$ cat src/rtl/seq_alu.sv
// seq_alu: clocked ALU with valid/ready handshakes.
// Single-cycle logic ops plus iterative shift-add MUL and restoring DIV.
module seq_alu #(
  parameter int WIDTH = 5
) (
  input  logic             clk,
  input  logic             rst_n,
  input  logic             in_valid,
  output logic             in_ready,
  input  logic [WIDTH-1:0] a,
  input  logic [WIDTH-1:0] b,
  input  logic [2:0]       opcode,
  output logic             out_valid,
  input  logic             out_ready,
  output logic [WIDTH-1:0] result,
  output logic             overflow,
  output logic             illegal_operation,
  output logic             busy
);

  localparam int CW = $clog2(WIDTH);
  localparam int W2 = 2 * WIDTH;

  typedef enum logic [1:0] {
    S_IDLE,
    S_BUSY,
    S_DONE
  } state_e;

  state_e          state_q, state_d;
  logic [W2-1:0]   acc_q, acc_d;
  logic [WIDTH-1:0] opnd_q, opnd_d;
  logic            div_q, div_d;
  logic [CW-1:0]   cnt_q, cnt_d;
  logic [WIDTH-1:0] res_q, res_d;
  logic            ovf_q, ovf_d;
  logic            ill_q, ill_d;

  logic [WIDTH-1:0] sum;
  logic [WIDTH-1:0] dif;
  logic [WIDTH:0]   mul_hi;
  logic [W2-1:0]    mul_nxt;
  logic [WIDTH:0]   div_top;
  logic [WIDTH:0]   div_dif;
  logic             div_ge;
  logic [W2-1:0]    div_nxt;
  logic [W2-1:0]    step_nxt;

  assign sum = a + b;
  assign dif = a - b;

  // Shift-add: accumulate multiplicand into the top half, shift right.
  assign mul_hi  = {1'b0, acc_q[W2-1:WIDTH]}
                 + (acc_q[0] ? {1'b0, opnd_q} : {(WIDTH+1){1'b0}});
  assign mul_nxt = {mul_hi, acc_q[WIDTH-1:1]};

  // Restoring divide: remainder in top half, quotient shifts into bottom.
  assign div_top = acc_q[W2-1:WIDTH-1];
  assign div_dif = div_top - {1'b0, opnd_q};
  assign div_ge  = ~div_dif[WIDTH];
  assign div_nxt = div_ge
                 ? {div_dif[WIDTH-1:0], acc_q[WIDTH-2:0], 1'b1}
                 : {acc_q[W2-2:0], 1'b0};

  assign step_nxt = div_q ? div_nxt : mul_nxt;

  assign in_ready          = (state_q == S_IDLE);
  assign busy              = (state_q == S_BUSY);
  assign out_valid         = (state_q == S_DONE);
  assign result            = res_q;
  assign overflow          = ovf_q;
  assign illegal_operation = ill_q;

  // State and datapath registers with synchronous active-low reset.
  always_ff @(posedge clk) begin
    if (!rst_n) begin
      state_q <= S_IDLE;
      acc_q   <= '0;
      opnd_q  <= '0;
      div_q   <= 1'b0;
      cnt_q   <= '0;
      res_q   <= '0;
      ovf_q   <= 1'b0;
      ill_q   <= 1'b0;
    end else begin
      state_q <= state_d;
      acc_q   <= acc_d;
      opnd_q  <= opnd_d;
      div_q   <= div_d;
      cnt_q   <= cnt_d;
      res_q   <= res_d;
      ovf_q   <= ovf_d;
      ill_q   <= ill_d;
    end
  end

  // Next-state: accept/decode, iterate, then hold until handshake.
  always_comb begin
    state_d = state_q;
    acc_d   = acc_q;
    opnd_d  = opnd_q;
    div_d   = div_q;
    cnt_d   = cnt_q;
    res_d   = res_q;
    ovf_d   = ovf_q;
    ill_d   = ill_q;
    unique case (state_q)
      S_IDLE: begin
        if (in_valid) begin
          state_d = S_DONE;
          res_d   = '0;
          ovf_d   = 1'b0;
          ill_d   = 1'b0;
          unique case (opcode)
            3'b000: begin
              res_d = sum;
              ovf_d = (a[WIDTH-1] == b[WIDTH-1])
                    & (sum[WIDTH-1] != a[WIDTH-1]);
            end
            3'b001: begin
              res_d = dif;
              ovf_d = (a[WIDTH-1] != b[WIDTH-1])
                    & (dif[WIDTH-1] != a[WIDTH-1]);
            end
            3'b010: res_d = a & b;
            3'b011: res_d = a | b;
            3'b100: res_d = a ^ b;
            3'b101: begin
              state_d = S_BUSY;
              acc_d   = {{WIDTH{1'b0}}, b};
              opnd_d  = a;
              div_d   = 1'b0;
              cnt_d   = '0;
            end
            3'b110: begin
              if (b == '0) begin
                ill_d = 1'b1;
              end else begin
                state_d = S_BUSY;
                acc_d   = {{WIDTH{1'b0}}, a};
                opnd_d  = b;
                div_d   = 1'b1;
                cnt_d   = '0;
              end
            end
            3'b111: ill_d = 1'b1;
          endcase
        end
      end
      S_BUSY: begin
        acc_d = step_nxt;
        cnt_d = cnt_q + CW'(1);
        if (cnt_q == CW'(WIDTH - 1)) begin
          state_d = S_DONE;
          res_d   = step_nxt[WIDTH-1:0];
          ovf_d   = div_q ? 1'b0 : (|mul_nxt[W2-1:WIDTH]);
        end
      end
      S_DONE: begin
        if (out_ready) begin
          state_d = S_IDLE;
          res_d   = '0;
          ovf_d   = 1'b0;
          ill_d   = 1'b0;
        end
      end
      default: state_d = S_IDLE;
    endcase
  end

endmodule

$ cat config.mk
export PLATFORM = sky130hd
export DESIGN_NAME = seq_alu
export DESIGN_NICKNAME = d
export VERILOG_FILES = /design/src/rtl/seq_alu.sv
export SDC_FILE = /design/constraint.sdc
export NUM_CORES = 1
export LEC_CHECK = 0
export CELL_PAD_IN_SITES_DETAIL_PLACEMENT = 0
export CELL_PAD_IN_SITES_GLOBAL_PLACEMENT = 1
export CORE_MARGIN = 2
export CORE_UTILIZATION = 40
export CTS_CLUSTER_DIAMETER = 200
export CTS_CLUSTER_SIZE = 30
export DETAILED_ROUTE_END_ITERATION = 16
export PLACE_DENSITY = 0.71
export SKIP_CTS_REPAIR_TIMING = 1
export SLEW_MARGIN = 10
export SYNTH_ARGS = -nofsm -noshare
export SYNTH_HDL_FRONTEND = slang
export SYNTH_SLANG_ARGS = --single-unit
$ cat constraint.sdc
create_clock -name clk -period 4.3 [get_ports clk]
set_clock_uncertainty 0.1 [all_clocks]
set_input_delay 0.645 -clock clk [delete_from_list [all_inputs] [get_ports clk]]
set_output_delay 0.645 -clock clk [all_outputs]
set_load 0.1 [all_outputs]
==> flow_summary.yaml <==
status:
  status: "finished clean"
synthesis:
  yosys-top-cells-area: "dfxtp_1 (20%), ha_1 (13%), inv_1 (5.2%), nand2_1 (3.8%), mux2i_1 (3.5%)"
  synth_nets: 409
  syn_inst: 359
  ys_ff_latch: 28
  syn_area_um2: 2831
  synth_seq_area_share_pct: 19.80
  synth_edf_count: 0
  synth_top_area_share_pct: 19.80
  yosysTopAreaCell: "dfxtp_1"
  avgSynthCellArea_um2: 7.887
  synth.distinct_cells: 66
  synth_flop_cell: "dfxtp_1"
  async_flop_share_pct: 0
  synth_warnings: 0
critical_path:
  required_ns: 3.56
  r2r_start: "acc_q[0]$_SDFFE_PN0P_"
  r2r_slack_ns: 1.60
  crit_path_start: "state_q[1]$_SDFFE_PN0P_"
  path_max_fanout: 19
  rr_worst_depth: 8
  start_kind: "register"
  r2r_end: "overflow$_SDFFE_PN0P_"
  crit_type: "reg2out"
  end_kind: "primary output"
  crit_end: "busy"
  arrival_ns: 2.58
cells_and_area:
  fin_nets: 427
  fin_cells: 471
  post-route-util_pct: 46.94
  layout_commonest_cell: "inv_1"
  finalInstanceArea_um2: 3207
  synthToLayoutAreaGrowth_pct: 13.26
  final_layout_size_suffix_gt1_share_pct: 6.933
  fill_cells: 713
  final_cell_mix: "inv_1 (39), nand2_1 (29), ha_1 (29), dfxtp_1 (28), clkdlybuf4s50_1 (26)"
  n_antenna_cell: 0
place:
  postPlaceCellArea_um2: 3166
  port-buffer-count: 26
  dpl.cell_count: 468
  dp_slack_ns: 0.9644
  place.gp.congestion: 0.9155
  dp.final_hpwl_mm: 6.129
clocking:
  cts_root_buffer: "clkbuf_8"
  h-tree-depth: 1
  clock_sinks: 28
  clk_pin_slew_ns: 0.10
  cts_inserted_buffers: 3
  clk_latency_ns: 0.28
  cts_tree: "yes"
  clk_path_buf_depth: 2
sta:
  slew_violations: 0
  rsz0062_at_grt: "false"
  max_freq_mhz: 301.1
  tightestPinTransition_ns: 0.9702
  finalSetupViolations: 0
  timing.final.hold_violations: 0
  tns_ns: 0
  finalCritPeriodShare_pct: 77.25
  relSlewSlack_pct: 35.12
  finalWorstSetupSlack_ns: 0.9783
  whs_ns: 0.3587
  fin_crit_ns: 3.322
floorplanning:
  start_util_pct: 41.45
  die_h_um: 88.14
  io_pins: 27
  rows: 30
  core_um2: 6832
  die_x_um: 88.14
  die-area_um2: 7768
pwr:
  ir_worst_vdd_mv: 0.1781
  p_int_mw: 0.5013
  swShare_pct: 45.83
  p_leak_nw: 1.395
  switching_power_mw: 0.4241
  p_clk_share_pct: 16.2
  p_total_mw: 0.9254
  combPwrFrac_pct: 51.1
  p_per_area_nw_per_um2: 288.6
  p_seq_share_pct: 32.7
detailed_routing:
  drt_wl_total_mm: 7.668
  num_vias: 2667
  drt_pass1_iterations: 4
  drcViolationCount: 0
  wl_per_cell_um: 16.28
  drtAntennaViolNets: 0
  drtIter0Drc: 149
  viasPerCell: 5.662
global_route:
  grt_pass1_wl_mm: 12.68
  grt_pass1_vias: 2437
  grt_max_degree: 20
  gr-usage-all-layers_pct: 20.86
  antenna_found_initial: 0
  grt-ovfl-total: 0
hold_path:
  hold_class: "reg2reg"
run:
  cap_violations: 0
worst min path at each step:
stage	from	end	slack [ns]	cells past startpoint
final	result[2]$_SDFFE_PN0P_	result[2]$_SDFFE_PN0P_	0.36	2
after global routing	result[2]$_SDFFE_PN0P_	result[2]$_SDFFE_PN0P_	0.38	2
after CTS	result[2]$_SDFFE_PN0P_	result[2]$_SDFFE_PN0P_	0.37	2
after detailed placement	result[2]$_SDFFE_PN0P_	result[2]$_SDFFE_PN0P_	0.35	2
after global placement	result[2]$_SDFFE_PN0P_	result[2]$_SDFFE_PN0P_	0.35	2
after floorplan	cnt_q[1]$_SDFFE_PN0P_	cnt_q[1]$_SDFFE_PN0P_	0.35	2
per-layer routing:
layer  GRT usage, %  routed length, um  vias to the layer above
li1               -                  -                     1336
met1          31.87               3954                     1271
met2          31.82               3368                       56
met3          2.545                280                        4
met4          3.444                 64                        0
met5              0                  0                        -
layout make-up:
type | instances | area [um2] | area share [%]
Tap cell | 96 | 120.1 | 3.746
Sequential cell | 28 | 560.5 | 17.48
Clock buffer | 3 | 41.29 | 1.288
Timing Repair Buffer | 32 | 305.3 | 9.520
Inverter | 39 | 146.4 | 4.565
Multi-Input combinational cell | 273 | 2033 | 63.40
cell families after synthesis:
logic type | synth area share [%]
AOI/OAI and AO/OA | 28.77
xor gates and xnor gates | 3.093
adders and majority gates | 15.64
buffers and inverters | 8.396
DFF | 19.80
muxes | 5.921
and+or+nand+nor | 18.38
critical path, stage by stage, from the launching register on:
cell and delay [ns]:
dfxtp_1 0.34, inv_1 0.08, ha_1 0.61, clkdlybuf4s50_1 1.26
power groups by stage:
stage          registers (mW)  clock network, mW  logic, mW
3_5_place_dp            0.308                  0      0.472
3_3_place_gp            0.308                  0      0.472
5_1_grt                 0.305              0.166      0.509
4_1_cts                 0.303              0.153      0.474
2_1_floorplan           0.395                  0      0.266
6_report                0.303              0.150      0.473
registers in the layout (all words and copies together) (netlist names):
register	cells
opnd_q	5
illegal_operation	1
acc_q	10
div_q	1
state_q	2
cnt_q	3
result	5
overflow	1
cells in the mapped netlist (3+ instances only):
cell / n
a211oi_1: 7
a21boi_1: 3
a21o_1: 5
a21oi_1: 15
a221oi_1: 3
a31oi_1: 4
and2_1: 6
and3_1: 4
buf_2: 4
clkbuf_1: 12
dfxtp_1: 28
fa_1: 4
ha_1: 29
inv_1: 39
mux2_2: 6
mux2i_1: 10
nand2_1: 29
nand2b_1: 4
nand3_1: 11
nor2_1: 24
nor2b_1: 5
nor3_1: 6
o2111ai_1: 3
o211a_1: 6
o211ai_1: 7
o21ai_0: 20
o21ai_1: 4
o22ai_1: 3
o311a_1: 3
o311ai_1: 4
xnor2_1: 7
xor2_1: 3
(Power assumes the default switching activity.)
